## config.mk

```make
export PLATFORM = sky130hd
export DESIGN_NAME = id_ex_stage
export DESIGN_NICKNAME = d
export VERILOG_FILES = /design/src/rtl/id_ex_stage.sv
export SDC_FILE = /design/constraint.sdc
export NUM_CORES = 1
export LEC_CHECK = 0
export ABC_AREA = 0
export BUFFER_PORTS_ARGS = -buffer_cell sky130_fd_sc_hd__buf_2
export CAP_MARGIN = 20
export CORE_ASPECT_RATIO = 0.5
export CORE_MARGIN = 4
export CORE_UTILIZATION = 30
export DETAILED_ROUTE_END_ITERATION = 8
export PLACE_DENSITY_LB_ADDON = 0.2
export SLEW_MARGIN = 20
export SYNTH_ARGS = -nofsm -noshare
export SYNTH_HDL_FRONTEND = slang
export SYNTH_SLANG_ARGS = --single-unit
```

## constraint.sdc

```tcl
create_clock -name clk -period 2.5 [get_ports clk]
set_input_delay 0.625 -clock clk [delete_from_list [all_inputs] [get_ports clk]]
set_output_delay 0.625 -clock clk [all_outputs]
set_load 0.02 [all_outputs]
```

## src/rtl/id_ex_stage.sv

```systemverilog
// ID/EX pipeline register with load-use hazard detection and bubble insertion.
// Optional saturating stall counter on the stall_count port: define ID_EX_STALL_COUNT_EN.
module id_ex_stage #(
  parameter int DATA_W = 32,
  parameter int REG_W  = 5
) (
  input  logic              clk,
  input  logic              reset,
  input  logic              hold,
  input  logic              flush,
  input  logic              id_jump,
  input  logic              id_reg_dst,
  input  logic              id_branch_eq,
  input  logic              id_branch_ne,
  input  logic              id_mem_read,
  input  logic              id_mem_to_reg,
  input  logic              id_mem_write,
  input  logic              id_alu_src,
  input  logic              id_reg_write,
  input  logic              id_jr,
  input  logic [3:0]        id_alu_op,
  input  logic [DATA_W-1:0] id_pc_plus4,
  input  logic [DATA_W-1:0] id_rd1,
  input  logic [DATA_W-1:0] id_rd2,
  input  logic [DATA_W-1:0] id_imm,
  input  logic [REG_W-1:0]  id_rs,
  input  logic [REG_W-1:0]  id_rt,
  input  logic [REG_W-1:0]  id_rd,
  input  logic [REG_W-1:0]  id_shamt,
  input  logic [5:0]        id_funct,
  output logic              ex_jump,
  output logic              ex_reg_dst,
  output logic              ex_branch_eq,
  output logic              ex_branch_ne,
  output logic              ex_mem_read,
  output logic              ex_mem_to_reg,
  output logic              ex_mem_write,
  output logic              ex_alu_src,
  output logic              ex_reg_write,
  output logic              ex_jr,
  output logic [3:0]        ex_alu_op,
  output logic [DATA_W-1:0] ex_pc_plus4,
  output logic [DATA_W-1:0] ex_rd1,
  output logic [DATA_W-1:0] ex_rd2,
  output logic [DATA_W-1:0] ex_imm,
  output logic [REG_W-1:0]  ex_rs,
  output logic [REG_W-1:0]  ex_rt,
  output logic [REG_W-1:0]  ex_rd,
  output logic [REG_W-1:0]  ex_shamt,
  output logic [5:0]        ex_funct,
  output logic              ex_valid,
  output logic              stall
`ifdef ID_EX_STALL_COUNT_EN
  , output logic [15:0]     stall_count
`endif
);

  typedef struct packed {
    logic       jump;
    logic       reg_dst;
    logic       branch_eq;
    logic       branch_ne;
    logic       mem_read;
    logic       mem_to_reg;
    logic       mem_write;
    logic       alu_src;
    logic       reg_write;
    logic       jr;
    logic [3:0] alu_op;
  } ctrl_t;

  ctrl_t id_ctrl;
  ctrl_t ex_ctrl;
  logic  id_uses_rt;
  logic  hazard;
  logic  bubble;

  assign id_ctrl = '{jump: id_jump, reg_dst: id_reg_dst, branch_eq: id_branch_eq,
                     branch_ne: id_branch_ne, mem_read: id_mem_read,
                     mem_to_reg: id_mem_to_reg, mem_write: id_mem_write,
                     alu_src: id_alu_src, reg_write: id_reg_write, jr: id_jr,
                     alu_op: id_alu_op};

  assign ex_jump       = ex_ctrl.jump;
  assign ex_reg_dst    = ex_ctrl.reg_dst;
  assign ex_branch_eq  = ex_ctrl.branch_eq;
  assign ex_branch_ne  = ex_ctrl.branch_ne;
  assign ex_mem_read   = ex_ctrl.mem_read;
  assign ex_mem_to_reg = ex_ctrl.mem_to_reg;
  assign ex_mem_write  = ex_ctrl.mem_write;
  assign ex_alu_src    = ex_ctrl.alu_src;
  assign ex_reg_write  = ex_ctrl.reg_write;
  assign ex_jr         = ex_ctrl.jr;
  assign ex_alu_op     = ex_ctrl.alu_op;

  // rt is a source only for R-type (register operand B) and stores (store data).
  assign id_uses_rt = ~id_alu_src | id_mem_write;
  assign hazard     = ex_valid & ex_ctrl.mem_read & (ex_rt != '0) &
                      ((ex_rt == id_rs) | (id_uses_rt & (ex_rt == id_rt)));
  // A flush kills the consumer anyway, so stalling behind it would waste a cycle.
  assign stall      = hazard & ~flush & ~hold;
  assign bubble     = flush | stall;

  // NOTE: sequential state uses non-blocking assignments so every register
  // samples pre-edge values regardless of statement order.
  always_ff @(posedge clk or negedge reset) begin
    if (!reset) begin
      ex_ctrl     <= '0;
      ex_valid    <= 1'b0;
      ex_pc_plus4 <= '0;
      ex_rd1      <= '0;
      ex_rd2      <= '0;
      ex_imm      <= '0;
      ex_rs       <= '0;
      ex_rt       <= '0;
      ex_rd       <= '0;
      ex_shamt    <= '0;
      ex_funct    <= '0;
    end else if (!hold) begin
      // Data fields are captured even for a bubble; only control is squashed.
      ex_pc_plus4 <= id_pc_plus4;
      ex_rd1      <= id_rd1;
      ex_rd2      <= id_rd2;
      ex_imm      <= id_imm;
      ex_rs       <= id_rs;
      ex_rt       <= id_rt;
      ex_rd       <= id_rd;
      ex_shamt    <= id_shamt;
      ex_funct    <= id_funct;
      if (bubble) begin
        ex_ctrl  <= '0;
        ex_valid <= 1'b0;
      end else begin
        ex_ctrl  <= id_ctrl;
        ex_valid <= |id_ctrl;
      end
    end
  end

`ifdef ID_EX_STALL_COUNT_EN
  // stall is already forced low during hold, so the counter holds too.
  always_ff @(posedge clk or negedge reset) begin
    if (!reset) begin
      stall_count <= '0;
    end else if (stall && (stall_count != 16'hFFFF)) begin
      stall_count <= stall_count + 16'd1;
    end
  end
`endif

endmodule

```

==> out/results.tsv <==
stage	metric	value	unit
final_layout	post-route-util	43.9	%
pwr	power_leakage	4.42	nW
cts	cts_tree	done	
yosys	yosys_warnings	0	
sta	max_freq	407	MHz
cts	cts-root-buf	clkbuf_16	
sta	rsz0062_at_grt	true	
worst_setup_path	end_kind	primary output	
outcome	outcome	completed	
pwr	ir_drop	0.352	mV
worst_setup_path	start_kind	flip-flop	
worst_setup_path	regToRegStartpoint	ex_rt[4]	
yosys	synth_top_area_share	64.4	%
cts	clk_pin_slew	0.07	ns
pwr	p_switching	2.09	mW
floorplanning	io_pins	342	
final_layout	areaGrowthSynthToFinish	40.6	%
yosys	synthTopCellsByArea	dfrtp_1, mux2_2, a32oi_1	
grt	antenna_found_initial	0	
pwr	intPower	4.89	mW
worst_setup_path	cp_slowest_stage_delay	0.53	ns
worst_setup_path	worstSetupPathType	reg -> out	
pwr	power	6.98	mW
pwr	clockPowerShare	35.2	%
worst_setup_path	cp-startpoint	ex_rt[4]	
sta	setup_violations	0	
final_layout	antenna_cells	0	
yosys	ys_seq_area_share	64.4	%
yosys	synth_top_area_cell	dfrtp_1	
worst_setup_path	r2r_end	ex_mem_write	
pwr	pwr-share-seq	45.3	%
placement	place.gp.congestion	0.755	
floorplanning	dieArea	0.0245	mm2
sta	fin_ws	0.0417	ns
cts	clkSinkCount	169	
cts	htree_num_levels	4	
worst_setup_path	crit_chain	or4_4 -> o211ai_4 -> nor4b_4 -> buf_4	
sta	fin_skew	0.00421	ns
placement	io_buffers	341	
sta	fin_tns_setup	0	ns
worst_setup_path	rrSetupSlack	0.77	ns
routing	drt_iter0_drc	252	
floorplanning	fp.dieH	113	um
sta	relSlewSlack	52.5	%
yosys	syn_area_per_cell	15.7	um2
worst_setup_path	crit_path_top_delay_cell	or4_4	
cts	clockBufferDepth	2	
worst_setup_path	setup.worst_path.end	stall	
cts	numCtsBuffers	17	
sta	slew_violations	0	
sta	final_hold_viol_count	0	
floorplanning	coreArea	0.0210	mm2
yosys	netlist_area	0.00657	mm2
pwr	comb_power_share	19.5	%
worst_setup_path	crit_path_max_fanout	5	
routing	ant_nets	0	
yosys	ys_ff_latch	169	
sta	fin_crit	2.46	ns
routing	first_pass_iters	4	
placement	place_ws	0.143	ns
sta	min_period_over_period	98.3	%
yosys	synth_cells	417	
final_layout	multi_input_area	0.00225	mm2
routing	via_per_inst	4.42	
routing	num_vias	4713	
routing	wl_per_cell	16.8	um
worst_setup_path	reg2regPathDepth	5	
worst_setup_path	arrival	1.83	ns
worst_setup_path	required	1.88	ns
placement	dp.final_hpwl	13400	um
grt	grt_overflow	0	
routing	drc	0	
final_layout	regArea	0.00423	mm2
cts	clock_latency	0.42	ns
grt	grt_pass1_wl	27800	um
final_layout	nets	935	
final_layout	final_common_cell	buf_2	
floorplanning	die-width	217	um
floorplanning	num_rows	37	
routing	wirelength	17900	um
sta	tightestPinTransition	0.712	ns
final_layout	drive_gt1_share	71.4	%
final_layout	final_cell_mix	buf_2, dfrtp_1, mux2_2	
grt	grt_usage	14.4	%
floorplanning	initial_core_util	31.2	%
job	drv_cap	0	
yosys	synth.distinct_cells	21	
pwr	power_density	755	mW/mm2
placement	place_area	0.00866	mm2
hold_path	hp-class	in -> async	
final_layout	nFillCells	2032	
yosys	synth_nets	589	
grt	grt_max_degree	125	
grt	grt_pass1_vias	5012	
pwr	swShare	29.9	%
final_layout	design_area	0.00924	mm2
## per-layer routing
layer	up-vias	track usage, %	part of all wire, %
met5	-	0	0
met3	23	3.79	4.9
met2	117	27.3	56
li1	2191	-	-
met4	0	4.91	1.5
met1	2382	15.7	37
## power groups by stage
stage                     Combinational [mW]  Clock, mW  Sequential [mW]
after floorplan                        0.401          0             3.57
after global placement                  1.37          0             3.20
after detailed placement                1.38          0             3.21
after CTS                               1.39       2.54             3.16
after global routing                    1.46       2.65             3.20
final                                   1.36       2.46             3.16
## critical path: cells and delay by family, from the launching register on
family,cells,cell delay (ns)
buffers and inverters,1,0.16
and+or+nand+nor,2,0.60
DFF,1,0.44
AOI/OAI and AO/OA,1,0.20
## cell type report
cell class / instances / share of cell area [%]
repair buffers: 351 / 20.0
multi-input cells: 223 / 24.3
flip-flops and latches: 169 / 45.8
well taps: 292 / 3.96
clock inverters: 14 / 1.25
clock buffers: 17 / 4.61
inverters: 1 / 0.0406
## metrics by stage
stage	cells	hold slack, ns
2_1_floorplan	417	0.329
3_5_place_dp	1034	0.476
5_1_grt	1067	0.105
3_3_place_gp	1034	0.473
4_1_cts	1067	0.0902
6_report	1067	0.103
## repair_timing
item	CTS	global route
endpoints found under the setup margin	1	1
setup buffers	2	0
gates resized for setup	3	3
pin swaps	0	0
hold buffers	0	0
## cells in the mapped netlist (all sizes together)
| cell | instances |
|---|---|
| dfrtp | 169 |
| mux2 | 154 |
| nand2 | 16 |
| o21ai | 16 |
| a32oi | 15 |
| buf | 14 |
| clkbuf | 10 |
| xnor2 | 10 |
| nor4 | 3 |
| nand4 | 2 |
| nor2 | 2 |
| inv | 1 |
| nand3 | 1 |
| nor4b | 1 |
| o211ai | 1 |
| o22ai | 1 |
| or4 | 1 |
## worst min-delay path by stage
stage	slack (ns)	cells past startpoint	from	to
after floorplan	0.33	0	reset	ex_alu_op[0]
final	0.10	1	reset	ex_imm[19]
after detailed placement	0.48	2	ex_branch_eq	ex_branch_eq
after CTS	0.09	1	reset	ex_imm[19]
after global routing	0.11	1	reset	ex_rd[1]
after global placement	0.47	2	ex_branch_ne	ex_branch_ne
## kinds of logic (layout without fill, tap and decap cells)
logic type | Yosys count | count (layout) | synth area share [%]
AOI/OAI and AO/OA | 33 | 33 | 4.15
xor gates and xnor gates | 10 | 10 | 1.33
buffers and inverters | 25 | 383 | 1.83
DFF | 169 | 169 | 64.4
muxes | 154 | 154 | 26.4
and+or+nand+nor | 26 | 26 | 1.89
Note: power is estimated with default switching activity, not from simulation.
